### config.mk
export PLATFORM = sky130hd
export DESIGN_NAME = ac_e_unit
export DESIGN_NICKNAME = d
export VERILOG_FILES = /design/src/rtl/bc_pkg.sv /design/src/rtl/ac_alu.sv /design/src/rtl/ac_e_unit.sv
export SDC_FILE = /design/constraint.sdc
export NUM_CORES = 1
export LEC_CHECK = 0
export ABC_CLOCK_PERIOD_IN_PS = 2200
export CAP_MARGIN = 20
export CORE_AREA = 2 2 81 83
export CTS_CLUSTER_DIAMETER = 100
export CTS_CLUSTER_SIZE = 40
export DETAILED_ROUTE_END_ITERATION = 8
export DIE_AREA = 0 0 83 85
export PLACE_DENSITY = 0.76
export SLEW_MARGIN = 40
export SYNTH_ARGS = -nofsm -noshare
export SYNTH_HDL_FRONTEND = slang
export SYNTH_SLANG_ARGS = --single-unit
### constraint.sdc
create_clock -name clk -period 2.2 [get_ports clk]
set_input_delay 0.33 -clock clk [delete_from_list [all_inputs] [get_ports clk]]
set_output_delay 0.33 -clock clk [all_outputs]
set_load 0.005 [all_outputs]
### src/rtl/bc_pkg.sv
// ---------------------------------------------------------------------------
// bc_pkg
// Shared definitions for the basic-computer datapath blocks: the default
// accumulator width and the register-reference operation codes used by both
// the control unit and the AC/E unit.
// ---------------------------------------------------------------------------
package bc_pkg;

    localparam int DEFAULT_WIDTH = 16;

    // Operation codes; 11..15 are unassigned and act as NOP.
    typedef enum logic [3:0] {
        OP_NOP = 4'd0,
        OP_LD  = 4'd1,
        OP_CLR = 4'd2,
        OP_INC = 4'd3,
        OP_CMA = 4'd4,
        OP_CLE = 4'd5,
        OP_CME = 4'd6,
        OP_CIR = 4'd7,
        OP_CIL = 4'd8,
        OP_ADD = 4'd9,
        OP_AND = 4'd10
    } op_e;

endpackage : bc_pkg

### src/rtl/ac_alu.sv
// ---------------------------------------------------------------------------
// ac_alu
// Purely combinational next-state logic for the accumulator (AC) and the
// extend flip-flop (E).
// Ports:
//   ac_i     [WIDTH-1:0]  current AC
//   e_i                   current E
//   din_i    [WIDTH-1:0]  data operand for LD/ADD/AND
//   op_i     [3:0]        operation code (bc_pkg::op_e encoding)
//   ac_nxt_o [WIDTH-1:0]  AC value after the operation
//   e_nxt_o               E value after the operation
// ---------------------------------------------------------------------------
module ac_alu
    import bc_pkg::*;
#(
    parameter int WIDTH      = DEFAULT_WIDTH,
    parameter bit INC_SETS_E = 1'b0
) (
    input  logic [WIDTH-1:0] ac_i,
    input  logic             e_i,
    input  logic [WIDTH-1:0] din_i,
    input  logic [3:0]       op_i,
    output logic [WIDTH-1:0] ac_nxt_o,
    output logic             e_nxt_o
);

    // One extra bit holds the carry-out of the WIDTH-bit additions.
    logic [WIDTH:0] sum_s;
    logic [WIDTH:0] inc_s;

    assign sum_s = {1'b0, ac_i} + {1'b0, din_i};
    assign inc_s = {1'b0, ac_i} + {{WIDTH{1'b0}}, 1'b1};

    // Next AC/E selection; unlisted codes fall through to hold.
    always_comb begin
        ac_nxt_o = ac_i;
        e_nxt_o  = e_i;
        case (op_i)
            OP_NOP: begin
                ac_nxt_o = ac_i;
                e_nxt_o  = e_i;
            end
            OP_LD:  ac_nxt_o = din_i;
            OP_CLR: ac_nxt_o = {WIDTH{1'b0}};
            OP_INC: begin
                ac_nxt_o = inc_s[WIDTH-1:0];
                if (INC_SETS_E) begin
                    e_nxt_o = inc_s[WIDTH];
                end else begin
                    e_nxt_o = e_i;
                end
            end
            OP_CMA: ac_nxt_o = ~ac_i;
            OP_CLE: e_nxt_o  = 1'b0;
            OP_CME: e_nxt_o  = ~e_i;
            // Rotate the (WIDTH+1)-bit ring {AC,E} right: E enters the MSB.
            OP_CIR: begin
                ac_nxt_o = {e_i, ac_i[WIDTH-1:1]};
                e_nxt_o  = ac_i[0];
            end
            // Rotate the ring {E,AC} left: E enters the LSB.
            OP_CIL: begin
                ac_nxt_o = {ac_i[WIDTH-2:0], e_i};
                e_nxt_o  = ac_i[WIDTH-1];
            end
            // Previous E is not an addend; it is replaced by the carry-out.
            OP_ADD: begin
                ac_nxt_o = sum_s[WIDTH-1:0];
                e_nxt_o  = sum_s[WIDTH];
            end
            OP_AND: ac_nxt_o = ac_i & din_i;
            default: begin
                ac_nxt_o = ac_i;
                e_nxt_o  = e_i;
            end
        endcase
    end

endmodule : ac_alu

### src/rtl/ac_e_unit.sv
// ---------------------------------------------------------------------------
// ac_e_unit
// Accumulator (AC) and extend flip-flop (E) of the basic computer. Holds the
// registers, the enable gating and the status flags; the operation itself is
// computed by ac_alu.
// Ports:
//   clk      clock, rising edge
//   reset_n  asynchronous active-low reset (clears AC and E)
//   en       operation enable; 0 holds AC and E
//   op [3:0] operation code (bc_pkg::op_e encoding)
//   din      data operand
//   ac_out   registered AC
//   e_out    registered E
//   ac_zero  1 when the registered AC is all zeros
//   ac_neg   MSB of the registered AC
// ---------------------------------------------------------------------------
module ac_e_unit
    import bc_pkg::*;
#(
    parameter int WIDTH      = DEFAULT_WIDTH,
    parameter bit INC_SETS_E = 1'b0
) (
    input  logic             clk,
    input  logic             reset_n,
    input  logic             en,
    input  logic [3:0]       op,
    input  logic [WIDTH-1:0] din,
    output logic [WIDTH-1:0] ac_out,
    output logic             e_out,
    output logic             ac_zero,
    output logic             ac_neg
);

    logic [WIDTH-1:0] ac_q;
    logic [WIDTH-1:0] ac_d;
    logic             e_q;
    logic             e_d;
    logic [WIDTH-1:0] alu_ac_s;
    logic             alu_e_s;

    ac_alu #(
        .WIDTH      (WIDTH),
        .INC_SETS_E (INC_SETS_E)
    ) u_alu (
        .ac_i     (ac_q),
        .e_i      (e_q),
        .din_i    (din),
        .op_i     (op),
        .ac_nxt_o (alu_ac_s),
        .e_nxt_o  (alu_e_s)
    );

    // Enable gating: take the ALU result only on enabled cycles.
    always_comb begin
        ac_d = ac_q;
        e_d  = e_q;
        if (en) begin
            ac_d = alu_ac_s;
            e_d  = alu_e_s;
        end else begin
            ac_d = ac_q;
            e_d  = e_q;
        end
    end

    // AC/E state registers with asynchronous clear.
    always_ff @(posedge clk or negedge reset_n) begin
        if (!reset_n) begin
            ac_q <= {WIDTH{1'b0}};
            e_q  <= 1'b0;
        end else begin
            ac_q <= ac_d;
            e_q  <= e_d;
        end
    end

    // Flags derive from the registered AC, never from the pending result.
    assign ac_out  = ac_q;
    assign e_out   = e_q;
    assign ac_zero = (ac_q == {WIDTH{1'b0}});
    assign ac_neg  = ac_q[WIDTH-1];

endmodule : ac_e_unit

==> summary.txt <==
Final layout
  • Layout area overhead: 52.4%
  • Layout cell share with drive strength beyond 1: 38.0%
  • Final instance area: 0.00467 mm2
  • ANT cells: 0
  • # nets final: 580
  • FILL cells: 462
  • Final Non-Filler Cells: 614

Critical path
  • Critical path, cell by cell: clkdlybuf4s50_1 -> ha_2 -> nand4_1 -> nor3_2 -> a2111oi_2 -> buf_4 -> a211oi_2 -> o21bai_2 -> a2bb2oi_2
  • Worst reg2reg path endpoint: ac_out[14]
  • Critical path's top delay family: compound AO/OA/AOI/OAI gates
  • R2R depth: 8
  • Worst Path Arrival: 2470 ps
  • Crit end category: flop
  • Critical Path RT: 2400 ps
  • Flop-to-flop setup slack: -50 ps
  • Buf+Inv Stages, Crit Path: 2
  • Worst setup path startpoint: din[12]
  • Startpoint Class: primary input
  • Max stage delay on crit path: 430 ps
  • Class of the most critical setup path: primary input to flop
  • Crit path max fanout: 7
  • Worst r2r src: ac_out[2]
  • Crit-path slowest cell: clkdlybuf4s50_1

Power
  • Net Switching: 0.00132 W
  • Clk pwr share: 9.5%
  • Int Pwr: 0.00161 W
  • Peak supply drop: 0.490 mV
  • Sw Ratio: 45.0%
  • PwrDens: 629 mW/mm2
  • Sequential power share: 15.1%
  • Comb pwr share: 75.4%
  • P_leak: 2.01 nW

Drt
  • WL final: 12300 um
  • DRC: 0
  • WL per Instance: 20.1 um
  • Avg Vias per Cell: 6.47
  • 1st-iter DRT viols: 560
  • Via count: 3975
  • Antenna Violating Nets Remaining: 0
  • First-pass DRT Iterations: 5

Min path
  • Worst Hold Class: primary input to async pin

Timing
  • Setup TNS: -62.8 ps
  • Slew margin rel.: 69.5%
  • Final period util: 103%
  • Fmax: 442 MHz
  • Unrepaired setup endpoints after global routing: yes
  • Setup violators final: 1
  • Final Skew: 4.55 ps
  • Slew @ Worst Pin: 456 ps
  • Max Slew Vio Count: 0
  • Period minus WS final: 2260 ps
  • Fin. Hold Viols: 0
  • Worst setup margin: -62.8 ps

Placed design
  • Area after DPL: 0.00429 mm2
  • Cells after DPL: 601
  • RePlAce Congestion: 1.01
  • Port bufs: 41
  • Post-DP HPWL: 9240 um

Status
  • Run status: complete, but fails checks
  • Violated checks: setup timing

Synthesis
  • Cell variety after synth: 81
  • Synthesis Warnings: 0
  • Top_reg_cell synth: dfrtp_1
  • Synth Instances: 387
  • Dominant cells by area after synthesis: dfrtp_1 (14%), ha_1 (7.4%), o21ai_0 (5.2%), a21oi_1 (5.1%), nand2_1 (4.7%)
  • Syn_nets: 429
  • Mapped cell area: 0.00306 mm2
  • Most area-hungry cell type in the Yosys netlist: dfrtp_1
  • Commonest cells in the netlist: nand2_1 (38), o21ai_0 (32), a21oi_1 (31)
  • Sequential area share after synthesis: 13.9%
  • Post-synth EDFFs: 0
  • Syn Area/Cell: 7.91 um2
  • Most common cell in the netlist: nand2_1
  • Ys async rst share: 100%
  • Seq cells post-synth: 17
  • Top cell type's share of synthesized area: 13.9%

CTS
  • CTS tree: built
  • # hold bufs at CTS: 0
  • Clock root cell: clkbuf_8
  • Clock sinks: 17
  • Worst-case clock buffer depth: 2
  • Num CTS Buffers: 3
  • Skew-Pair Late Insertion Delay: 270 ps
  • H-Tree Depth: 1
  • Worst-path clk slew: 90 ps

Global routing
  • Gr usage total: 34.5%
  • Vias in the first global route: 3910
  • Aggregate global routing overflow: 0
  • Initial antenna violation count: 0
  • Pin count of the biggest net entering global routing: 18
  • First-pass GRT wire length: 19800 um

Floorplanning
  • Die area: 0.00706 mm2
  • Die H: 85 um
  • Core area: 0.00620 mm2
  • Die W: 83 um
  • Initial Util: 49.3%
  • I/O pin total: 42
  • Std-Cell Rows: 29

Run
  • Max-Cap Viols: 0
final cells by class:
cell class / instances / area (um2) / area share (%)
multi-input combinational: 322 / 2540 / 54.5
clock inverter: 1 / 5.00 / 0.107
timing repair buffer: 183 / 1510 / 32.4
sequential: 17 / 427 / 9.14
inverter: 11 / 41.3 / 0.885
tap: 77 / 96.3 / 2.06
clock buffer: 3 / 41.3 / 0.885
what timing repair did:
| action | in CTS | in global routing |
|---|---|---|
| pin swaps | 14 | 22 |
| setup endpoints to repair | 11 | 16 |
| resized for setup | 23 | 44 |
| setup buffers | 6 | 6 |
layer usage:
| metal | vias up | global-route usage [%] | wire [um] |
|---|---|---|---|
| met5 | - | 0 | 0 |
| met4 | 0 | 14.5 | 447 |
| met3 | 40 | 3.89 | 1160 |
| met2 | 261 | 58.8 | 5870 |
| met1 | 1894 | 44.4 | 4830 |
| li1 | 1780 | - | - |
worst max-delay path by stage:
stage | to | cells after the start
after floorplan | ac_out[9] | 7
after global placement | ac_out[14] | 9
after detailed placement | ac_out[14] | 9
after CTS | ac_out[14] | 8
after global routing | ac_out[14] | 8
final | ac_out[14] | 9
kinds of logic after synthesis:
family	share of synthesized area (%)
compound gates	33.6
xor+xnor	5.15
fa+ha+maj	8.01
buf+inv	11.0
flops	13.9
mux	2.82
simple gates	25.5
registers in the layout (all words and copies together), names as in the netlist:
signal / flops
e_out: 1
ac_out: 16
through the flow:
step                worst slack [ps]  util [%]  hold slack (ps)  total power (W)
finish                         -62.8      75.2              421          0.00293
floorplan                       20.5         -             34.4          0.00152
CTS                            -73.7      71.9              427          0.00274
global route                    -150      75.2              445          0.00310
detailed placement              -510      69.1              622          0.00239
global placement                -474      69.1              632          0.00235
cells in the final DEF, fill, tap and decap left out, types with 3 or more instances in the layout:
| master | instances |
|---|---|
| a211o_1 | 3 |
| a211oi_1 | 4 |
| a211oi_2 | 5 |
| a21o_1 | 3 |
| a21oi_1 | 25 |
| a21oi_2 | 4 |
| a221oi_1 | 4 |
| a222oi_1 | 4 |
| a22oi_1 | 5 |
| a2bb2oi_1 | 3 |
| and2_1 | 3 |
| and3_1 | 4 |
| buf_4 | 135 |
| buf_6 | 6 |
| clkbuf_8 | 3 |
| clkdlybuf4s50_1 | 30 |
| dfrtp_1 | 16 |
| dlygate4sd2_1 | 5 |
| dlymetal6s2s_1 | 5 |
| ha_1 | 13 |
| ha_4 | 3 |
| inv_1 | 10 |
| mux2i_1 | 6 |
| nand2_1 | 38 |
| nand2b_1 | 5 |
| nand3_1 | 10 |
| nand4_1 | 9 |
| nor2_1 | 18 |
| nor3_1 | 9 |
| nor4b_4 | 3 |
| o21ai_0 | 28 |
| o21ai_1 | 7 |
| o22ai_1 | 6 |
| or3_1 | 6 |
| xnor2_1 | 12 |
| xor2_1 | 6 |
power by group through the flow:
stage | Clock, W | Sequential [W] | Combinational [W]
final | 0.000279 | 0.000443 | 0.00221
after global routing | 0.000287 | 0.000453 | 0.00236
after CTS | 0.000273 | 0.000445 | 0.00202
after detailed placement | 0 | 0.000442 | 0.00195
after global placement | 0 | 0.000441 | 0.00191
after floorplan | 0 | 0.000479 | 0.00104
worst reg2reg max path, stage by stage, from the launching register on:
cell,delay (ps)
dfrtp_1,420
ha_4,290
buf_4,100
a21o_1,120
nand4_1,210
a2111o_1,520
a211oi_2,230
o21bai_2,160
a2bb2oi_2,150
No activity file was read; power rests on OpenSTA's default activity.
